[src/rtl/mips_ctrl_pkg.sv]
// Shared types and encodings for the multicycle MIPS32 main controller:
// controller state enum, opcode field values and ALU operation classes.
package mips_ctrl_pkg;

  typedef enum logic [3:0] {
    S_FETCH   = 4'd0,
    S_DECODE  = 4'd1,
    S_MEMADR  = 4'd2,
    S_MEMRD   = 4'd3,
    S_MEMWB   = 4'd4,
    S_MEMWR   = 4'd5,
    S_RTYPEEX = 4'd6,
    S_ALUWB   = 4'd7,
    S_BEQ     = 4'd8,
    S_BLEZ    = 4'd9,
    S_IMMEX   = 4'd10,
    S_IMMWB   = 4'd11,
    S_JUMP    = 4'd12,
    S_TRAP    = 4'd13
  } ctrl_state_t;

  localparam logic [5:0] OP_LW   = 6'b100011;
  localparam logic [5:0] OP_SW   = 6'b101011;
  localparam logic [5:0] OP_R    = 6'b000000;
  localparam logic [5:0] OP_BEQ  = 6'b000100;
  localparam logic [5:0] OP_BLEZ = 6'b000110;
  localparam logic [5:0] OP_ADDI = 6'b001000;
  localparam logic [5:0] OP_SLTI = 6'b001010;
  localparam logic [5:0] OP_ORI  = 6'b001101;
  localparam logic [5:0] OP_XORI = 6'b001110;
  localparam logic [5:0] OP_LUI  = 6'b001111;
  localparam logic [5:0] OP_J    = 6'b000010;

  // The ALU decoder only looks at funct when aluop is ALUOP_RTYPE.
  localparam logic [2:0] ALUOP_ADD   = 3'b000;
  localparam logic [2:0] ALUOP_SUB   = 3'b001;
  localparam logic [2:0] ALUOP_LEZ   = 3'b010;
  localparam logic [2:0] ALUOP_OR    = 3'b011;
  localparam logic [2:0] ALUOP_LUI   = 3'b100;
  localparam logic [2:0] ALUOP_XOR   = 3'b101;
  localparam logic [2:0] ALUOP_SLT   = 3'b110;
  localparam logic [2:0] ALUOP_RTYPE = 3'b111;

endpackage

[src/rtl/ctrl_opdec.sv]
// Combinational opcode classifier: state to enter after DECODE, plus the ALU class
// and extension mode for immediate-format instructions. Zero latency, no handshake.
module ctrl_opdec
  import mips_ctrl_pkg::*;
(
  input  logic [5:0]  opcode,
  output ctrl_state_t dec_state,
  output logic [2:0]  imm_aluop,
  output logic        imm_zeroext
);

  always_comb begin
`ifdef ILLEGAL_TRAP_EN
    dec_state   = S_TRAP;
`else
    dec_state   = S_FETCH;
`endif
    imm_aluop   = ALUOP_ADD;
    imm_zeroext = 1'b0;
    case (opcode)
      OP_LW, OP_SW: dec_state = S_MEMADR;
      OP_R:         dec_state = S_RTYPEEX;
      OP_BEQ:       dec_state = S_BEQ;
      OP_BLEZ:      dec_state = S_BLEZ;
      OP_J:         dec_state = S_JUMP;
      OP_ADDI: begin
        dec_state = S_IMMEX;
        imm_aluop = ALUOP_ADD;
      end
      OP_SLTI: begin
        dec_state = S_IMMEX;
        imm_aluop = ALUOP_SLT;
      end
      OP_ORI: begin
        dec_state   = S_IMMEX;
        imm_aluop   = ALUOP_OR;
        imm_zeroext = 1'b1;
      end
      OP_XORI: begin
        dec_state   = S_IMMEX;
        imm_aluop   = ALUOP_XOR;
        imm_zeroext = 1'b1;
      end
      OP_LUI: begin
        dec_state = S_IMMEX;
        imm_aluop = ALUOP_LUI;
      end
      default: ;
    endcase
  end

endmodule

[src/rtl/multicycle_ctrl.sv]
// Moore main controller for the multicycle MIPS32 core; memory states wait on mem_ready.
// ILLEGAL_TRAP_EN: unknown opcodes lock into TRAP (illegal_instr=1) instead of running as NOP.
module multicycle_ctrl
  import mips_ctrl_pkg::*;
(
  input  logic       clk,
  input  logic       reset,
  input  logic [5:0] op,
  input  logic       mem_ready,
  output logic       mem_req,
  output logic       iord,
  output logic       memwrite,
  output logic       irwrite,
  output logic       pcwrite,
  output logic       branch,
  output logic       branch_lez,
  output logic       regdst,
  output logic       memtoreg,
  output logic       regwrite,
  output logic       alusrca,
  output logic [1:0] alusrcb,
  output logic       zeroext,
  output logic [1:0] pcsrc,
  output logic [2:0] aluop
`ifdef ILLEGAL_TRAP_EN
  ,
  output logic       illegal_instr
`endif
);

  ctrl_state_t state_q, state_d;
  logic [5:0]  op_q, op_q_d;
  ctrl_state_t dec_state;
  logic [2:0]  imm_aluop;
  logic        imm_zeroext;

  // Decode classifies the live opcode; every later state sees the latched copy.
  always_comb begin
    op_q_d = op_q;
    if (state_q == S_DECODE) op_q_d = op;
  end

  ctrl_opdec u_opdec (
    .opcode      (op_q_d),
    .dec_state   (dec_state),
    .imm_aluop   (imm_aluop),
    .imm_zeroext (imm_zeroext)
  );

  always_ff @(posedge clk) begin
    if (!reset) begin
      state_q <= S_FETCH;
      op_q    <= 6'd0;
    end else begin
      state_q <= state_d;
      op_q    <= op_q_d;
    end
  end

  always_comb begin
    state_d    = state_q;
    mem_req    = 1'b0;
    iord       = 1'b0;
    memwrite   = 1'b0;
    irwrite    = 1'b0;
    pcwrite    = 1'b0;
    branch     = 1'b0;
    branch_lez = 1'b0;
    regdst     = 1'b0;
    memtoreg   = 1'b0;
    regwrite   = 1'b0;
    alusrca    = 1'b0;
    alusrcb    = 2'b00;
    zeroext    = 1'b0;
    pcsrc      = 2'b00;
    aluop      = ALUOP_ADD;
`ifdef ILLEGAL_TRAP_EN
    illegal_instr = 1'b0;
`endif
    case (state_q)
      S_FETCH: begin
        mem_req = 1'b1;
        alusrcb = 2'b01;
        if (mem_ready) begin
          irwrite = 1'b1;
          pcwrite = 1'b1;
          state_d = S_DECODE;
        end
      end
      S_DECODE: begin
        alusrcb = 2'b11;
        state_d = dec_state;
      end
      S_MEMADR: begin
        alusrca = 1'b1;
        alusrcb = 2'b10;
        state_d = (op_q == OP_LW) ? S_MEMRD : S_MEMWR;
      end
      S_MEMRD: begin
        mem_req = 1'b1;
        iord    = 1'b1;
        if (mem_ready) state_d = S_MEMWB;
      end
      S_MEMWB: begin
        regwrite = 1'b1;
        memtoreg = 1'b1;
        state_d  = S_FETCH;
      end
      S_MEMWR: begin
        mem_req  = 1'b1;
        iord     = 1'b1;
        memwrite = 1'b1;
        if (mem_ready) state_d = S_FETCH;
      end
      S_RTYPEEX: begin
        alusrca = 1'b1;
        aluop   = ALUOP_RTYPE;
        state_d = S_ALUWB;
      end
      S_ALUWB: begin
        regwrite = 1'b1;
        regdst   = 1'b1;
        state_d  = S_FETCH;
      end
      S_BEQ: begin
        alusrca = 1'b1;
        aluop   = ALUOP_SUB;
        branch  = 1'b1;
        pcsrc   = 2'b01;
        state_d = S_FETCH;
      end
      S_BLEZ: begin
        alusrca    = 1'b1;
        aluop      = ALUOP_LEZ;
        branch_lez = 1'b1;
        pcsrc      = 2'b01;
        state_d    = S_FETCH;
      end
      S_IMMEX: begin
        alusrca = 1'b1;
        alusrcb = 2'b10;
        aluop   = imm_aluop;
        zeroext = imm_zeroext;
        state_d = S_IMMWB;
      end
      S_IMMWB: begin
        regwrite = 1'b1;
        state_d  = S_FETCH;
      end
      S_JUMP: begin
        pcwrite = 1'b1;
        pcsrc   = 2'b10;
        state_d = S_FETCH;
      end
`ifdef ILLEGAL_TRAP_EN
      S_TRAP: begin
        illegal_instr = 1'b1;
      end
`endif
      default: state_d = S_FETCH;
    endcase

    // Reset kills strobes immediately, even mid-access, not just at the next edge.
    if (!reset) begin
      mem_req    = 1'b0;
      iord       = 1'b0;
      memwrite   = 1'b0;
      irwrite    = 1'b0;
      pcwrite    = 1'b0;
      branch     = 1'b0;
      branch_lez = 1'b0;
      regdst     = 1'b0;
      memtoreg   = 1'b0;
      regwrite   = 1'b0;
      alusrca    = 1'b0;
      alusrcb    = 2'b00;
      zeroext    = 1'b0;
      pcsrc      = 2'b00;
      aluop      = 3'b000;
`ifdef ILLEGAL_TRAP_EN
      illegal_instr = 1'b0;
`endif
    end
  end

endmodule

[config.mk]
export PLATFORM = sky130hd
export DESIGN_NAME = multicycle_ctrl
export DESIGN_NICKNAME = d
export VERILOG_FILES = /design/src/rtl/mips_ctrl_pkg.sv /design/src/rtl/ctrl_opdec.sv /design/src/rtl/multicycle_ctrl.sv
export SDC_FILE = /design/constraint.sdc
export NUM_CORES = 1
export LEC_CHECK = 0
export CORE_UTILIZATION = 47
export DETAILED_ROUTE_END_ITERATION = 12
export PLACE_DENSITY = 0.79
export SLEW_MARGIN = 10
export SYNTH_ARGS = -nofsm -noshare
export SYNTH_HDL_FRONTEND = slang
export SYNTH_SLANG_ARGS = --single-unit
[constraint.sdc]
create_clock -name clk -period 2.2 [get_ports clk]
set_clock_uncertainty 0.05 [all_clocks]
set_input_delay 0.44 -clock clk [delete_from_list [all_inputs] [get_ports clk]]
set_output_delay 0.44 -clock clk [all_outputs]
set_load 0.02 [all_outputs]
==> results.yml <==
outcome:
  status: "finished, violations left"
  failed_checks: "design-rule violations, negative setup slack"
route:
  vias: 1205
  route.antenna.remaining_nets: 0
  dr.pass1.iters: 8
  drtIter0Drc: 31
  routedWlPerCell_um: 13.9
  wl_um: 3010
  vias_per_cell: 5.55
  drc_errors: 1
synthesis:
  synth_cells: 137
  synth-seq-area-share: 0.204
  yosysWarnings: 0
  ys_async_sr_fraction: 0
  synth_top_cell_by_area: "dfxtp_1"
  yosysMostFrequentCell: "nand2_1"
  synth_edf_count: 0
  synthTopCellsByCount: "nand2_1 (23), nor2_1 (12), dfxtp_1 (10)"
  synthSimpleGateAreaFrac: 0.389
  synth_compound_area_frac: 0.298
  synthAdderAreaFrac: 0
  dominantRegCellSynth: "dfxtp_1"
  ys_ff_latch: 10
  muxShareOfSynthArea: 0.0102
  avgSynthCellArea_sq_um: 7.18
  synth_area_sq_um: 983
  yosysUniqueCellTypes: 43
  synthTopCellsByArea: "dfxtp_1 (20%), nand2_1 (8.8%), a21boi_1 (5.3%)"
  synth.net_count: 146
  synth_top_family_by_area: "simple AND/OR/NAND/NOR gates"
  synth-xor-area-share: 0.0267
  post-synth-top-area-fraction: 0.204
global_route:
  grt_usage: 0.273
  grt_max_degree: 15
  grt_pass1_wl_um: 4420
  grt_pass1_vias: 1034
  antenna_found_initial: 0
  grt_overflow_total: 0
timing:
  period_share: 1.01
  worst_slew_pin_slew_ns: 0.287
  setup_viol: 1
  drv_slew: 0
  hold_viol_final: 0
  relSlewSlack: 0.807
  grt_setup_unrepaired: "true"
  clock.fmax_mhz: 450
  finalWorstSetupSlack_ns: -0.0209
  final.min_clock_period_ns: 2.22
floorplan:
  core-area_sq_um: 1960
  initial_core_util: 0.501
  row_count: 16
  ios: 28
  dieArea_sq_um: 2280
  die_width_um: 47.7
  die_height_um: 47.7
critical_path:
  max_stage_delay_ns: 0.57
  r2r_slack_ns: 0.46
  arrival_ns: 1.73
  worstPathCellList: "or4b_4 -> nand3_4 -> o22ai_2 -> a211o_1 -> buf_6"
  slowest_stage: "or4b_4"
  crit_type: "reg2out"
  critPathRequiredTime_ns: 1.71
  cp-start-kind: "flip-flop"
  critPathCaptureType: "output port"
  cp_max_fo: 3
placement:
  dp_slack_ns: -0.532
  routabilityCongestion: 0.861
  dp_hpwl_um: 2220
  port_buffers: 27
  dp.cells: 211
clock_tree:
  clkTransAtPathRegs_ns: 0.07
  cts.sinks: 10
  clockRootBuffer: "clkbuf_4"
  h-tree-depth: 1
  cts_hold_buf: 0
  cts_buffers: 3
  cts_tree: "done"
  clk_path_buf_depth: 2
  clkLatencyLatePin_ns: 0.27
cells_and_area:
  synthToLayoutAreaGrowth_pct: 58.4
  multi_input_area_sq_um: 791
  final_nets: 200
  final_cells: 217
  fillers: 147
  seq_area_sq_um: 201
  antenna_cells: 0
  drive_gt1_frac: 0.368
power_and_ir_drop:
  vdd_drop_max_mv: 0.345
  power.density_nw_per_um2: 359
  power.leakage_nw: 0.698
run:
  cap_violations: 0
worst_hold_path:
  min_path_type: "reg2reg"
state kept, by name (all words and copies together), names as in the netlist:
register / cells
op_q: 6
state_q: 4
cell families (layout without fill, tap and decap cells):
logic type,after synthesis,in the layout
buf+inv,15,68
mux,1,1
xor+xnor,3,3
simple gates,71,71
flops,10,10
compound gates,37,37
per-stage QoR:
| step | hold slack, ns | util | TNS [ns] | power (mW) | instance area [sq um] |
|---|---|---|---|---|---|
| finish | 0.458 | 0.794 | -0.0209 | 0.559 | 1560 |
| CTS | 0.423 | 0.783 | -0.0546 | 0.553 | 1540 |
| floorplan | 0.394 | - | 0 | 0.304 | 993 |
| detailed placement | 0.414 | 0.751 | -6.66 | 0.385 | 1470 |
| global placement | 0.405 | 0.751 | -5.97 | 0.379 | 1470 |
| global route | 0.482 | 0.794 | -0.197 | 0.589 | 1560 |
critical path: cells and delay by family (launching register included):
kind,cells,cell delay [ns]
simple gates,2,0.67
buf+inv,1,0.13
flops,1,0.32
compound gates,2,0.36
power breakdown:
part	switching [mW]	internal [mW]
clock	0.0647	0.100
sequential	0.00968	0.191
combinational	0.0992	0.0940
total	0.174	0.385
cell usage in the layout, fill, tap and decap left out, types with 4 or more instances in the layout:
cell type and instances:
buf_6 4, dfxtp_1 9, clkbuf_2 4, a21oi_1 4, nor2_1 10, nand2b_1 5, buf_2 4, a21boi_1 7
o21ai_0 4, dlygate4sd2_1 9, buf_4 31, nand2_1 23, clkdlybuf4s50_1 6
routing by layer:
layer  up-vias  wire length, um  track usage
met3         2              144       0.0302
li1        600                -            -
met2        38             1550        0.438
met4         0               13        0.117
met1       565             1300        0.368
met5         -                0            0
final cells by class:
type	instances	share of cell area
inverters	4	0.00964
flip-flops and latches	10	0.129
repair buffers	60	0.308
clock buffers	4	0.0233
well taps	27	0.0217
multi-input cells	112	0.508
worst paths after layout:
check | startpoint | to | depth (start not counted)
hold reg to reg | op_q[4] | op_q[4] | 2
setup reg to reg | state_q[3] | state_q[3] | 5
hold / removal | op_q[4] | op_q[4] | 2
setup / recovery | state_q[3] | aluop[0] | 5
timing repair:
item | in CTS | in global routing
pin swaps | 2 | 2
gates cloned | 0 | 0
setup endpoints to repair | 19 | 11
gates resized for setup | 51 | 20
setup buffers | 2 | 0
Note: power is estimated with default switching activity, not from simulation.
